$ cat src/rtl/uart_pkg.sv
// Shared UART constants: default clock/baud, frame bit indices, data width,
// receiver FSM state codes and the clocks-per-bit helper.
package uart_pkg;

  localparam int FCLK_DEF    = 50000000;
  localparam int COM_VEL_DEF = 115200;
  localparam int DATA_W      = 8;

  // Bit index within a frame: 0 = start, 1..8 = data, 9 = stop.
  localparam logic [3:0] BIT_START = 4'd0;
  localparam logic [3:0] BIT_STOP  = 4'd9;

  // Receiver FSM; the state bit is also the en_rx output.
  localparam logic [0:0] ST_IDLE  = 1'b0;
  localparam logic [0:0] ST_FRAME = 1'b1;

  // Clocks per bit, truncating division.
  function automatic int clocks_per_bit(input int fclk, input int vel);
    return fclk / vel;
  endfunction

endpackage

$ cat src/rtl/urxd_1byte_if.sv
// Receive-side bundle of the 1-byte UART receiver: serial input plus the
// decoded byte, status strobes and frame-progress debug signals.
//
// Handshake: ok_rx and err_fr are valid-only strobes with no ready. Each is
// high for exactly one clock and they are never high together. dat is
// updated in the same cycle that ok_rx rises and holds until the next good
// frame, so a consumer may read it in the pulse cycle or any time later.
interface urxd_1byte_if;
  import uart_pkg::*;

  logic              rxd;
  logic [DATA_W-1:0] dat;
  logic              ok_rx;
  logic              err_fr;
  logic              en_rx;
  logic [3:0]        cb_bit;
  logic              ce;

  // Receiver side: reads the line, drives results.
  modport master (
    input  rxd,
    output dat, ok_rx, err_fr, en_rx, cb_bit, ce
  );

  // Line driver / result consumer side.
  modport slave (
    output rxd,
    input  dat, ok_rx, err_fr, en_rx, cb_bit, ce
  );

endinterface

$ cat src/rtl/rxd_sync.sv
// Two-flop synchronizer for the asynchronous rxd pin plus one history flop,
// used to detect a high-to-low transition on the synchronized line.
module rxd_sync (
  input  logic clk,
  input  logic rst_n,
  input  logic rxd,
  output logic rxd_s,
  output logic fall_raw
);

  logic rxd_m;
  logic rxd_d;

  // Metastability chain and edge history; all reset to the idle level.
  always_ff @(posedge clk) begin
    if (!rst_n) begin
      rxd_m <= 1'b1;
      rxd_s <= 1'b1;
      rxd_d <= 1'b1;
    end else begin
      rxd_m <= rxd;
      rxd_s <= rxd_m;
      rxd_d <= rxd_s;
    end
  end

  assign fall_raw = rxd_d & ~rxd_s;

endmodule

$ cat src/rtl/urxd_1byte.sv
// 8N1 UART receiver for one byte. A falling edge on the synchronized line
// starts a frame; each bit is sampled once at mid-bit, data is LSB first,
// and the frame ends with a one-cycle ok_rx or err_fr strobe.
module urxd_1byte
  import uart_pkg::*;
#(
  parameter int Fclk    = FCLK_DEF,
  parameter int COM_vel = COM_VEL_DEF
) (
  input  logic         clk,
  input  logic         rst_n,
  urxd_1byte_if.master rx
);

  localparam int N    = clocks_per_bit(Fclk, COM_vel);
  localparam int HALF = N / 2;

  localparam logic [8:0] TACT_LAST = 9'(N - 1);
  localparam logic [8:0] TACT_MID  = 9'(HALF - 1);

  logic [0:0]        state;
  logic              en_rx;
  logic [8:0]        cb_tact;
  logic [3:0]        cb_bit;
  logic [DATA_W-1:0] sr_dat;
  logic [DATA_W-1:0] dat;
  logic              ok_rx;
  logic              err_fr;

  logic rxd_s;
  logic fall_raw;
  logic fall;
  logic smp;
  logic ce;
  logic smp_start;
  logic smp_data;
  logic smp_stop;
  logic false_start;

  rxd_sync u_sync (
    .clk      (clk),
    .rst_n    (rst_n),
    .rxd      (rx.rxd),
    .rxd_s    (rxd_s),
    .fall_raw (fall_raw)
  );

  assign en_rx = (state == ST_FRAME);

  // Falling edges are only a start while idle; inside a frame they are data.
  assign fall        = fall_raw & ~en_rx;
  assign smp         = en_rx & (cb_tact == TACT_MID);
  assign ce          = en_rx & (cb_tact == TACT_LAST);
  assign smp_start   = smp & (cb_bit == BIT_START);
  assign smp_data    = smp & (cb_bit > BIT_START) & (cb_bit < BIT_STOP);
  assign smp_stop    = smp & (cb_bit == BIT_STOP);
  assign false_start = smp_start & rxd_s;

  // Frame FSM. Leaving at mid-stop re-arms early enough to catch a following
  // start edge even when the stop bit is exactly one bit period long.
  always_ff @(posedge clk) begin
    if (!rst_n) begin
      state <= ST_IDLE;
    end else begin
      case (state)
        ST_IDLE:  if (fall) state <= ST_FRAME;
        ST_FRAME: if (false_start || smp_stop) state <= ST_IDLE;
        default:  state <= ST_IDLE;
      endcase
    end
  end

  // Clock-in-bit and bit-index counters, both restarted by the start edge.
  always_ff @(posedge clk) begin
    if (!rst_n) begin
      cb_tact <= '0;
      cb_bit  <= '0;
    end else if (fall) begin
      cb_tact <= '0;
      cb_bit  <= BIT_START;
    end else if (en_rx) begin
      cb_tact <= ce ? 9'd0 : cb_tact + 9'd1;
      if (ce) cb_bit <= cb_bit + 4'd1;
    end
  end

  // Data shift register, LSB arrives first so it shifts in from the top.
  always_ff @(posedge clk) begin
    if (!rst_n) begin
      sr_dat <= '0;
    end else if (smp_data) begin
      sr_dat <= {rxd_s, sr_dat[DATA_W-1:1]};
    end
  end

  // Result registers: stop bit high publishes the byte, low flags a framing
  // error and leaves the previous byte in place.
  always_ff @(posedge clk) begin
    if (!rst_n) begin
      dat    <= '0;
      ok_rx  <= 1'b0;
      err_fr <= 1'b0;
    end else begin
      ok_rx  <= 1'b0;
      err_fr <= 1'b0;
      if (smp_stop) begin
        if (rxd_s) begin
          dat   <= sr_dat;
          ok_rx <= 1'b1;
        end else begin
          err_fr <= 1'b1;
        end
      end
    end
  end

  assign rx.dat    = dat;
  assign rx.ok_rx  = ok_rx;
  assign rx.err_fr = err_fr;
  assign rx.en_rx  = en_rx;
  assign rx.cb_bit = cb_bit;
  assign rx.ce     = ce;

endmodule

$ cat src/flat_wrapper.sv
// flat-port wrapper written by rule: the top's interface ports become plain ports
module urxd_1byte_flat import uart_pkg::*;
#(
  parameter int Fclk    = FCLK_DEF,
  parameter int COM_vel = COM_VEL_DEF
)
  (clk, rst_n, rx_rxd, rx_dat, rx_ok_rx, rx_err_fr, rx_en_rx, rx_cb_bit, rx_ce);
  urxd_1byte_if rx_i ();
  input  logic clk;
  input  logic rst_n;
  input wire logic [$bits(rx_i.rxd)-1:0] rx_rxd;
  output wire logic [$bits(rx_i.dat)-1:0] rx_dat;
  output wire logic [$bits(rx_i.ok_rx)-1:0] rx_ok_rx;
  output wire logic [$bits(rx_i.err_fr)-1:0] rx_err_fr;
  output wire logic [$bits(rx_i.en_rx)-1:0] rx_en_rx;
  output wire logic [$bits(rx_i.cb_bit)-1:0] rx_cb_bit;
  output wire logic [$bits(rx_i.ce)-1:0] rx_ce;
  assign rx_i.rxd = rx_rxd;
  assign rx_dat = rx_i.dat;
  assign rx_ok_rx = rx_i.ok_rx;
  assign rx_err_fr = rx_i.err_fr;
  assign rx_en_rx = rx_i.en_rx;
  assign rx_cb_bit = rx_i.cb_bit;
  assign rx_ce = rx_i.ce;
  urxd_1byte #(.Fclk(Fclk), .COM_vel(COM_vel)) u_core (.clk(clk), .rst_n(rst_n), .rx(rx_i));
endmodule
$ cat config.mk
export PLATFORM = sky130hd
export DESIGN_NAME = urxd_1byte_flat
export DESIGN_NICKNAME = d
export VERILOG_FILES = /design/src/rtl/uart_pkg.sv /design/src/rtl/urxd_1byte_if.sv /design/src/rtl/rxd_sync.sv /design/src/rtl/urxd_1byte.sv /design/src/flat_wrapper.sv
export SDC_FILE = /design/constraint.sdc
export NUM_CORES = 1
export LEC_CHECK = 0
export ABC_AREA = 1
export CORE_UTILIZATION = 40
export DETAILED_ROUTE_END_ITERATION = 12
export PLACE_DENSITY = 0.62
export SLEW_MARGIN = 20
export SYNTH_ARGS = -nofsm -noshare
export SYNTH_HDL_FRONTEND = slang
export SYNTH_SLANG_ARGS = --single-unit
$ cat constraint.sdc
create_clock -name clk -period 1.6 [get_ports clk]
set_clock_uncertainty 0.2 [all_clocks]
set_input_delay 0.16 -clock clk [delete_from_list [all_inputs] [get_ports clk]]
set_output_delay 0.16 -clock clk [all_outputs]
set_load 0.01 [all_outputs]
Word level (Yosys, flattened, before mapping)
Index checks and enable logic that the tools add are counted.
{"block": "totals", "regBits": 35, "latch_bits": 0, "mem_bits_rw": 0, "romBits": 0, "out_inout_bits": 16, "elab_cells": 41, "n_memories": 0}
{"block": "classes", "n_addsub": 2, "mul": 0, "div": 0, "order_cmp": 2, "eq_ne": 3, "n_shift": 0, "n_mux": 6, "bitwise_logic": 12, "n_reduce_logical": 6}
{"cell": "adder 9 x 1 -> 9 bit (second input constant)", "count": 1}
{"cell": "bitwise AND 1 bit", "count": 9}
{"cell": "== test 9 x 8 -> 1 bit (second input constant)", "count": 1}
{"cell": "== test 9 bit (second input constant)", "count": 1}
{"cell": "2-to-1 mux 9 bit", "count": 1}
{"cell": "AND reduction 2 bit", "count": 3}
{"cell": "adder 4 x 1 -> 4 bit (second input constant)", "count": 1}
{"cell": "== test 4 bit (second input constant)", "count": 1}
{"cell": "greater-than comparator 4 x 1 -> 1 bit (second input constant)", "count": 1}
{"cell": "logical NOT 4 bit", "count": 1}
{"cell": "< comparator 4 bit (second input constant)", "count": 1}
{"cell": "2-to-1 mux 1 bit", "count": 4}
{"cell": "inverter 1 bit", "count": 3}
{"cell": "one-hot mux 1 bit (2 select lines)", "count": 1}
{"cell": "OR reduction 2 bit", "count": 1}
{"cell": "logical OR 1 bit", "count": 1}

Longest topological paths before layout
Gate-level depths: netlist of the first run.
{"block": "logic_depth", "word_depth": 7, "mapped_depth": 11, "depth_no_buf": 10}

Cells and area by module
A second synthesis of the first run with hierarchy kept.
{"block": "hier_totals", "cells_unflattened": 245, "area_unflattened_um2": 1649.1}
{"mod": "urxd_1byte", "n_inst": 1, "cells_per_inst": 234, "area_each_um2": 1559.0, "seq_area_each_um2": 640.6}
{"mod": "rxd_sync", "n_inst": 1, "cells_per_inst": 11, "area_each_um2": 90.1, "seq_area_each_um2": 60.1}

Worst setup path before layout of the first run
OpenSTA, ideal clock, no wires.
{"block": "synth_path", "path_kind": "register to register", "start": "reg u_core.cb_bit[0], in the netlist u_core.rx.cb_bit[0]", "end": "reg u_core.sr_dat[7]", "setup_ns": 0.113, "arrival_time_ns": 1.262, "required_time_ns": 1.287, "path_slack_ns": 0.025, "path_stages_with_launch": 10, "synth_period_minus_slack_ns": 1.575, "cell_sequence": "dfxtp_1 -> inv_1 -> ha_1 -> nand3_1 -> nand2_1 -> inv_1 -> nand2_4 -> buf_6 -> nor2_1 -> nor2_1"}
{"block": "synth_via", "elab_chain_cells": 3, "elab_cells_between_ends": 4}
{"element": "start: declaration", "line": "urxd_1byte.sv:24", "rtl": "logic [3:0] cb_bit;"}
{"element": "start signal: assignment", "line": "urxd_1byte.sv:83", "rtl": "if (ce) cb_bit <= cb_bit + 4'd1;"}
{"element": "greater-than comparator 4 x 1 -> 1 bit", "line": "urxd_1byte.sv:55", "rtl": "assign smp_data = smp & (cb_bit > BIT_START) & (cb_bit < BIT_STOP);"}
{"element": "bitwise AND 1 bit", "line": "urxd_1byte.sv:55"}
{"element": "bitwise AND 1 bit *", "line": "urxd_1byte.sv:55"}
{"element": "end signal: assignment", "line": "urxd_1byte.sv:92", "rtl": "sr_dat <= {rxd_s, sr_dat[DATA_W-1:1]};"}
{"element": "end: declaration", "line": "urxd_1byte.sv:25", "rtl": "logic [DATA_W-1:0] sr_dat;"}
Every way passes the cells marked *; elsewhere a longest branch is shown, timed or not.
A chain may end at the register's enable or synchronous reset.

Final worst setup path of the first run
{"block": "layout_path", "start": "reg u_core.state, in the netlist u_core.rx.en_rx", "end": "reg u_core.dat[1], in the netlist u_core.rx.dat[1]"}
{"block": "layout_via", "elab_chain_cells": 3}
{"element": "start: declaration", "line": "urxd_1byte.sv:21", "rtl": "logic [0:0] state;"}
{"element": "start signal: assignment", "line": "urxd_1byte.sv:63", "rtl": "state <= ST_IDLE;"}
{"element": "start signal: assignment", "line": "urxd_1byte.sv:66", "rtl": "ST_IDLE: if (fall) state <= ST_FRAME;"}
{"element": "start signal: assignment", "line": "urxd_1byte.sv:67", "rtl": "ST_FRAME: if (false_start || smp_stop) state <= ST_IDLE;"}
{"element": "bitwise AND 1 bit", "line": "urxd_1byte.sv:52", "rtl": "assign smp = en_rx & (cb_tact == TACT_MID);"}
{"element": "bitwise AND 1 bit", "line": "urxd_1byte.sv:56", "rtl": "assign smp_stop = smp & (cb_bit == BIT_STOP);"}
{"element": "AND reduction 2 bit (no line)"}
{"element": "end signal: assignment", "line": "urxd_1byte.sv:108", "rtl": "dat <= sr_dat;"}
{"element": "end: declaration", "line": "urxd_1byte.sv:26", "rtl": "logic [DATA_W-1:0] dat;"}
No other way between the ends.

==> flow_metrics.tcl, run 1 <==
set metrics [dict create \
    grtUsageTotal_pct 17.35 \
    synth_cells 228 \
    clkTransAtPathRegs_ns 0.07 \
    synth-seq-cells 35 \
    core_sq_um 4000 \
    maxCapViolCount 0 \
    final_cells 335 \
    critPathCaptureType "flop" \
    antenna_found_initial 0 \
    grt_first_pass_wirelength_mm 5.623 \
    cts_tree "done" \
    setup_ws_ns -0.05295 \
    crit_fanout 5 \
    synth_area_per_cell_sq_um 7.260 \
    num_vias 1512 \
    grt_max_degree 17 \
    slew_violations 0 \
    die_area_sq_um 4400 \
    slew_headroom_pct 83.50 \
    syn_to_final_growth_pct 46.71 \
    ant_nets 0 \
    die_w_um 66.33 \
    start_kind "flop" \
    dp_hpwl_mm 2.258 \
    finalSetupViolations 10 \
    die_h_um 66.33 \
    grt-ovfl-total 0 \
    yosys_warnings 0 \
    arrival_ns 1.68 \
    first_pass_iters 4 \
    post-route-util_pct 60.71 \
    layout_common_cells "nand2_1, nor2_1, dfxtp_1, inv_1, buf_4" \
    wl_per_cell_um 11.23 \
    ir_worst_vdd_mv 0.3878 \
    hold_class "flop to flop" \
    critPathRequiredTime_ns 1.62 \
    root_buffer "clkbuf_8" \
    synth_cell_types 28 \
    final_common_cell "nand2_1" \
    port_buffers 18 \
    worstSkewPairLatency_ns 0.29 \
    hold_viol 0 \
    drt-total-wl_mm 3.761 \
    gp_congestion 0.8044 \
    criticalPathCategory "flop to flop" \
    drcViolationCount 0 \
    drive_above_1_share_pct 36.49 \
    nets 293 \
    rrSetupSlack_ns -0.05 \
    drt_iter0_markers 78 \
    period_needed_ns 1.653 \
    cts_inserted_buffers 5 \
    pin_count 19 \
    htree_levels 2 \
    viasPerCell 4.513 \
    power.leakage_uw 0.001183 \
    rsz0062_at_grt "true" \
    seq_area_frac_synth_pct 42.33 \
    preCtsSetupSlack_ns -0.1100 \
    grt_pass1_vias 1261 \
    worst_slew_pin_slew_ns 0.2469 \
    power_density_nw_per_um2 743.9 \
    cts.path.max_buffers 2 \
    initial_core_util_pct 41.38 \
    netlist_area_sq_um 1655 \
    status "complete, but fails checks" \
    syn_nets 237 \
    period_share_pct 103.3 \
    total_power_uw 1807 \
    diodes 0 \
    violations "setup timing" \
    fmax_ghz 0.6050 \
    ctsHoldBuffers 0 \
    cts.sinks 35 \
    dp.cells 316 \
    placementRows 23 \
]
-- worst max-delay path, cell delays in order (launching register included) --
cell and delay (ns):
dfxtp_4 0.37, inv_6 0.03, buf_6 0.11, nor2_4 0.11, nand2_4 0.08, nor2_4 0.24, nand4_4 0.19, nand2_2 0.11
nand2_2 0.05, nor2_2 0.10
-- state kept, by name (all words and copies together), names as in the netlist --
signal,cells
u_core.rx.cb_bit,4
u_core.cb_tact,9
u_core.u_sync.rxd_m,1
u_core.rx.err_fr,1
u_core.u_sync.rxd_d,1
u_core.rx.dat,8
u_core.rx.ok_rx,1
u_core.rx.en_rx,1
u_core.sr_dat,8
u_core.u_sync.rxd_s,1
-- synth_stat cells --
master	count	area share (%)
nand2_1	51	12
nor2_1	46	10
inv_1	36	8.2
dfxtp_1	35	42
nand3_1	11	3.3
a21oi_1	7	2.1
ha_1	6	4.5
nand2_2	5	1.9
buf_6	3	2.0
nor3_1	3	0.91
o21ai_0	3	0.91
a211oi_1	2	0.91
inv_2	2	0.45
nand2_4	2	1.4
nand4_1	2	0.76
or2_2	2	0.76
buf_4	1	0.45
clkbuf_8	1	0.83
inv_6	1	0.53
nand4_4	1	1.3
nor2_2	1	0.38
nor2_4	1	0.68
nor3_4	1	0.98
nor4_1	1	0.38
o31ai_1	1	0.45
o32ai_1	1	0.53
xnor2_1	1	0.53
xor2_1	1	0.53
-- metal layers --
layer | share of wire (%) | GRT usage (%)
met1 | 47 | 21.05
met2 | 48 | 28.57
met3 | 3.3 | 5.517
met4 | 1.9 | 6.117
met5 | 0 | 0
-- kinds of logic (layout without fill, tap and decap cells) --
group                    after synthesis  in the layout  share of synthesized area [%]
AO/OA/AOI/OAI                         14             14                          4.913
XOR/XNOR                               2              2                          1.058
adder cells (fa/ha/maj)                6              6                          4.535
buffers and inverters                 44             98                          12.47
flip-flops                            35             35                          42.33
AND/OR/NAND/NOR                      127            130                          34.69
-- layout make-up --
| cell class | instances | area [sq um] |
|---|---|---|
| multi-input cells | 152 | 943.4 |
| well taps | 50 | 62.56 |
| flip-flops and latches | 35 | 709.4 |
| fillers | 356 | 1572 |
| clock inverters | 2 | 35.03 |
| clock buffers | 6 | 82.58 |
| inverters | 39 | 156.4 |
| repair buffers | 51 | 439.2 |
-- through the flow --
step / TNS, ns / instance area, sq um / hold WS [ns]
global placement: -0.1603 / 2031 / 0.1944
finish: -0.2765 / 2429 / 0.2173
CTS: -0.2997 / 2211 / 0.2208
floorplan: 0 / 1655 / 0.06658
detailed placement: -0.3061 / 2031 / 0.2032
global route: -1.303 / 2429 / 0.2522
-- report_power, final --
part / internal, uW / switching, uW
logic: 44.7 / 54.1
registers: 877 / 7.80
clock network: 504 / 319
-- timing repair --
item | in CTS | in global routing
buffers inserted | 1 | 8
setup endpoints to repair | 25 | 29
pin swaps | 4 | 15
gates cloned | 2 | 1
gates resized for setup | 21 | 52
-- worst paths after layout --
kind	startpoint	end	cells after the start
min reg2reg	u_core.u_sync.rxd_m$_SDFF_PN1_	u_core.u_sync.rxd_s$_SDFF_PN1_	1
max reg2reg	u_core.rx.en_rx$_SDFF_PN0_	u_core.rx.dat[1]$_SDFFE_PN0P_	9
max	u_core.rx.en_rx$_SDFF_PN0_	u_core.rx.dat[1]$_SDFFE_PN0P_	9
min	u_core.u_sync.rxd_m$_SDFF_PN1_	u_core.u_sync.rxd_s$_SDFF_PN1_	1
No activity file was read; power rests on OpenSTA's default activity.
==> run 2, diff against run 1 <==
Settings changed: SETUP_SLACK_MARGIN set to 0.3.
==> flow_metrics.tcl, run 2 (synthesized netlist as in run 1, its figures left out) <==
set metrics [dict create \
    arrival_ns 1.22 \
    final_cells 329 \
    timing.rr.end "u_core.sr_dat[2]$_SDFFE_PN0P_" \
    clkPwrFrac_pct 41.9 \
    ant_nets 0 \
    critPathRequiredTime_ns 1.24 \
    p_int_uw 1311 \
    grt_pass1_vias 1357 \
    ctsHoldBuffers 0 \
    antenna_found_initial 0 \
    grt_first_pass_wirelength_mm 6.161 \
    post-route-util_pct 58.49 \
    pin_count 19 \
    die_area_sq_um 4400 \
    swShare_pct 22.05 \
    finalSetupViolations 0 \
    slew_violations 0 \
    htree_levels 2 \
    layout_common_cells "nand2_1, nor2_1, inv_1, dfxtp_1, buf_4" \
    diodes 0 \
    setup_ws_ns 0.02028 \
    clkTransAtPathRegs_ns 0.07 \
    drcViolationCount 0 \
    grt_max_degree 18 \
    ir_worst_vdd_mv 0.5119 \
    cts_inserted_buffers 5 \
    power.leakage_uw 0.001178 \
    core_sq_um 4000 \
    drive_above_1_share_pct 34.77 \
    start_kind "flop" \
    total_power_uw 1682 \
    fin_area_sq_um 2340 \
    place_area_sq_um 2014 \
    reg_top3 "u_core.cb_tact x9, u_core.rx.dat x8, u_core.sr_dat x8" \
    die_h_um 66.33 \
    dp_hpwl_mm 2.265 \
    crit_start "u_core.cb_tact[1]$_SDFFE_PP0P_" \
    gp_congestion 0.7813 \
    fmax_ghz 0.6330 \
    preCtsSetupSlack_ns -0.05024 \
    syn_to_final_growth_pct 41.35 \
    die_w_um 66.33 \
    endpoint "rx_ce" \
    root_buffer "clkbuf_8" \
    power_density_nw_per_um2 718.9 \
    rsz0062_at_grt "true" \
    grtUsageTotal_pct 18.86 \
    final_common_cell "nand2_1" \
    worstSkewPairLatency_ns 0.29 \
    rrSetupSlack_ns 0.04 \
    worst_slew_pin_slew_ns 0.2901 \
    maxCapViolCount 0 \
    slew_headroom_pct 80.59 \
    pwr-share-seq_pct 52.4 \
    placementRows 23 \
    cts.sinks 35 \
    num_vias 1511 \
    nets 287 \
    switching_power_uw 370.9 \
    first_pass_iters 4 \
    top_register "u_core.cb_tact" \
    wl_per_cell_um 11.08 \
    cts_tree "done" \
    hold_class "flop to flop" \
    drt_iter0_markers 82 \
    period_needed_ns 1.580 \
    drt-total-wl_mm 3.646 \
    regToRegStartpoint "u_core.cb_tact[1]$_SDFFE_PP0P_" \
    status "complete, no violations" \
    viasPerCell 4.593 \
    initial_core_util_pct 41.38 \
    cts.path.max_buffers 2 \
    port_buffers 18 \
    period_share_pct 98.73 \
    grt-ovfl-total 0 \
    pwr-share-comb_pct 5.7 \
    critPathCaptureType "primary output" \
    largest_register_ff_count 9 \
    criticalPathCategory "flop to primary output" \
    hold_viol 0 \
    r2r_cells 10 \
    crit_fanout 2 \
    dp.cells 310 \
]
-- run 2: worst min-delay path by stage --
stage | from | to | cells past startpoint
finish | u_core.u_sync.rxd_m$_SDFF_PN1_ | u_core.u_sync.rxd_s$_SDFF_PN1_ | 1
global route | u_core.u_sync.rxd_m$_SDFF_PN1_ | u_core.u_sync.rxd_s$_SDFF_PN1_ | 1
detailed placement | u_core.u_sync.rxd_m$_SDFF_PN1_ | u_core.u_sync.rxd_s$_SDFF_PN1_ | 1
global placement | u_core.u_sync.rxd_m$_SDFF_PN1_ | u_core.u_sync.rxd_s$_SDFF_PN1_ | 1
floorplan | rx_rxd | u_core.u_sync.rxd_m$_SDFF_PN1_ | 1
CTS | u_core.u_sync.rxd_m$_SDFF_PN1_ | u_core.u_sync.rxd_s$_SDFF_PN1_ | 1
-- run 2: final cells by class --
cell class / instances / area [sq um]
Multi-Input combinational cell: 152 / 925.9
Sequential cell: 35 / 716.9
Tap cell: 50 / 62.56
Inverter: 39 / 156.4
Clock buffer: 8 / 100.1
Timing Repair Buffer: 45 / 377.9
Fill cell: 389 / 1660
-- run 2: power by group through the flow --
stage / clock network (uW) / registers (uW) / logic [uW]
finish: 705 / 882 / 95.3
global route: 761 / 882 / 103
CTS: 723 / 882 / 88.4
detailed placement: 0 / 901 / 68.9
global placement: 0 / 901 / 69.3
floorplan: 0 / 900 / 45.0
-- run 2: metrics by stage --
stage / setup TNS [ns] / hold WS [ns]
floorplan: 0 / 0.06658
global placement: -0.08131 / 0.1959
detailed placement: -0.07317 / 0.1989
CTS: 0 / 0.2152
global route: -0.4456 / 0.2295
finish: 0 / 0.2189
-- run 2: repair_timing --
| action | 4_1_cts | 5_1_grt |
|---|---|---|
| endpoints found under the setup margin | 48 | 35 |
| buffers inserted | 8 | 0 |
| gates cloned | 3 | 0 |
| gates resized for setup | 55 | 18 |
| pin swaps | 10 | 8 |
-- run 2: critical path: stages (launching register included) --
cell and delay [ns]:
dfxtp_2 0.32, inv_2 0.06, ha_1 0.13, nand2_1 0.06, nor2_2 0.11, nand3_1 0.09
inv_1 0.06, buf_2 0.12
-- run 2: per-layer routing --
metal | up-vias | track usage (%) | share of wire (%)
li1 | 809 | - | -
met4 | 0 | 5.585 | 1.3
met5 | - | 0 | 0
met2 | 24 | 29.59 | 48
met1 | 672 | 25.21 | 47
met3 | 6 | 4.828 | 3.3
==> run 3, diff against run 2 <==
Settings changed: CORE_UTILIZATION 40 to 49, PLACE_DENSITY 0.62 to 0.74.
==> flow_metrics.tcl, run 3 (synthesized netlist as in run 1, its figures left out) <==
set metrics [dict create \
    nFillCells 213 \
    preCtsSetupSlack_ns -0.08573 \
    grt_max_degree 17 \
    post-route-util_pct 77.56 \
    violations "setup timing" \
    antenna_found_initial 0 \
    crit_fanout 2 \
    power_density_nw_per_um2 620.3 \
    drive_above_1_share_pct 48.76 \
    drt-total-wl_mm 4.500 \
    rsz0062_at_grt "true" \
    die_w_um 60.12 \
    clkTransAtPathRegs_ns 0.11 \
    hold_class "input port to flop" \
    grt-ovfl-total 0 \
    diodes 0 \
    max_stage_delay_ns 0.34 \
    syn_to_final_growth_pct 46.56 \
    timing.rr.end "u_core.sr_dat[5]$_SDFFE_PN0P_" \
    dp.cells 305 \
    regArea_sq_um 720.7 \
    grtUsageTotal_pct 27.56 \
    slew_headroom_pct 79.29 \
    rrSetupSlack_ns -0.07 \
    htree_levels 2 \
    hold_viol 0 \
    initial_core_util_pct 52.92 \
    largest_register_ff_count 9 \
    whs_path_depth 2 \
    die_h_um 60.12 \
    ant_nets 0 \
    critPathRequiredTime_ns 1.24 \
    layout_common_cells "nand2_1, nor2_1, inv_1, dfxtp_1, buf_4" \
    num_vias 1666 \
    grt_pass1_vias 1540 \
    ir_worst_vdd_mv 0.4058 \
    grtUsageMet2_pct 44.58 \
    worst_hold_slack_ns 0.1757 \
    status "complete, but fails checks" \
    die_area_sq_um 3614 \
    core_sq_um 3128 \
    root_buffer "clkbuf_4" \
    placementRows 20 \
    pin_count 19 \
    cts.sinks 35 \
    slew_violations 0 \
    multi_input_area_sq_um 1044 \
    reg_top3 "u_core.cb_tact x9, u_core.rx.dat x8, u_core.sr_dat x8" \
    top_usage_layer "met2" \
    drt_iter0_markers 74 \
    period_share_pct 105.8 \
    worst_slew_pin_slew_ns 0.3095 \
    crit_slowest_cell "dfxtp_2" \
    port_buffers 18 \
    min_to "u_core.u_sync.rxd_m$_SDFF_PN1_" \
    criticalPathCategory "flop to primary output" \
    top_register "u_core.cb_tact" \
    wl_per_cell_um 13.76 \
    gp_congestion 0.8040 \
    drcViolationCount 0 \
    regToRegStartpoint "u_core.rx.en_rx$_SDFF_PN0_" \
    grt_first_pass_wirelength_mm 7.100 \
    r2r_cells 9 \
    finalSetupViolations 22 \
    crit_start "u_core.cb_tact[1]$_SDFFE_PP0P_" \
    fmax_ghz 0.5907 \
    maxCapViolCount 0 \
    crit_path_cell_trace "inv_2 > ha_4 > nand2_4 > nor2_4 > nand3_2 > inv_1 > buf_2" \
    cts.path.max_buffers 2 \
    min-delay-start "rx_rxd" \
    first_pass_iters 4 \
    power.leakage_uw 0.001197 \
    worstSkewPairLatency_ns 0.35 \
    critPathCaptureType "primary output" \
    period_needed_ns 1.693 \
    start_kind "flop" \
    use_met1_pct 34.08 \
    ctsHoldBuffers 0 \
    cts_tree "done" \
    nets 292 \
    viasPerCell 5.095 \
    dp_hpwl_mm 2.249 \
    final_cells 327 \
    arrival_ns 1.33 \
    grtUsageMet3_pct 6.277 \
    setup_ws_ns -0.09277 \
    cts_inserted_buffers 5 \
]
==> run 3: layout make-up <==
cell class | instances | area share (%)
clock inverter | 1 | 0.2063
sequential | 35 | 29.71
clock buffer | 6 | 2.114
timing repair buffer | 50 | 16.25
tap | 44 | 2.269
inverter | 39 | 6.447
multi-input combinational | 152 | 43.01
==> run 3: repair_timing <==
item	4_1_cts	5_1_grt
pin swaps	13	13
cloned	3	0
endpoints found under the setup margin	48	47
resized for setup	95	41
buffers inserted	8	4
==> run 3: worst max-delay path, delay by kind of cell (launching register included) <==
family        cells  cell delay, ns
buf+inv           3            0.25
fa+ha+maj         1            0.13
simple gates      3            0.26
flops             1            0.34
==> run 3: per-stage QoR <==
step                cell area, sq um  power, uW  setup TNS (ns)
finish                          2426       1505         -0.7481
global route                    2426       1556          -2.372
CTS                             2370       1496         -0.5744
detailed placement              2014      971.8         -0.1752
global placement                2014      970.9        -0.05171
floorplan                       1684      945.4               0
==> run 3: worst max-delay path by stage <==
stage                                     to  slack, ns  cells past startpoint
2_1_floorplan  u_core.sr_dat[7]$_SDFFE_PN0P_       0.11                      9
3_3_place_gp                           rx_ce      -0.05                      7
3_5_place_dp                           rx_ce      -0.09                      7
4_1_cts                                rx_ce      -0.08                      7
5_1_grt                                rx_ce      -0.14                      7
6_report                               rx_ce      -0.09                      7
==> run 3: report_power, final <==
group | switching, uW | internal (uW) | total [uW]
Clock | 301 | 203 | 504
Combinational | 64.2 | 53.6 | 118
Sequential | 8.11 | 875 | 883
==> run 3: metal layers <==
layer	vias to the layer above	share of wire [%]
met2	46	50
met4	0	2.3
met5	-	0
li1	817	-
met3	14	4.4
met1	789	43
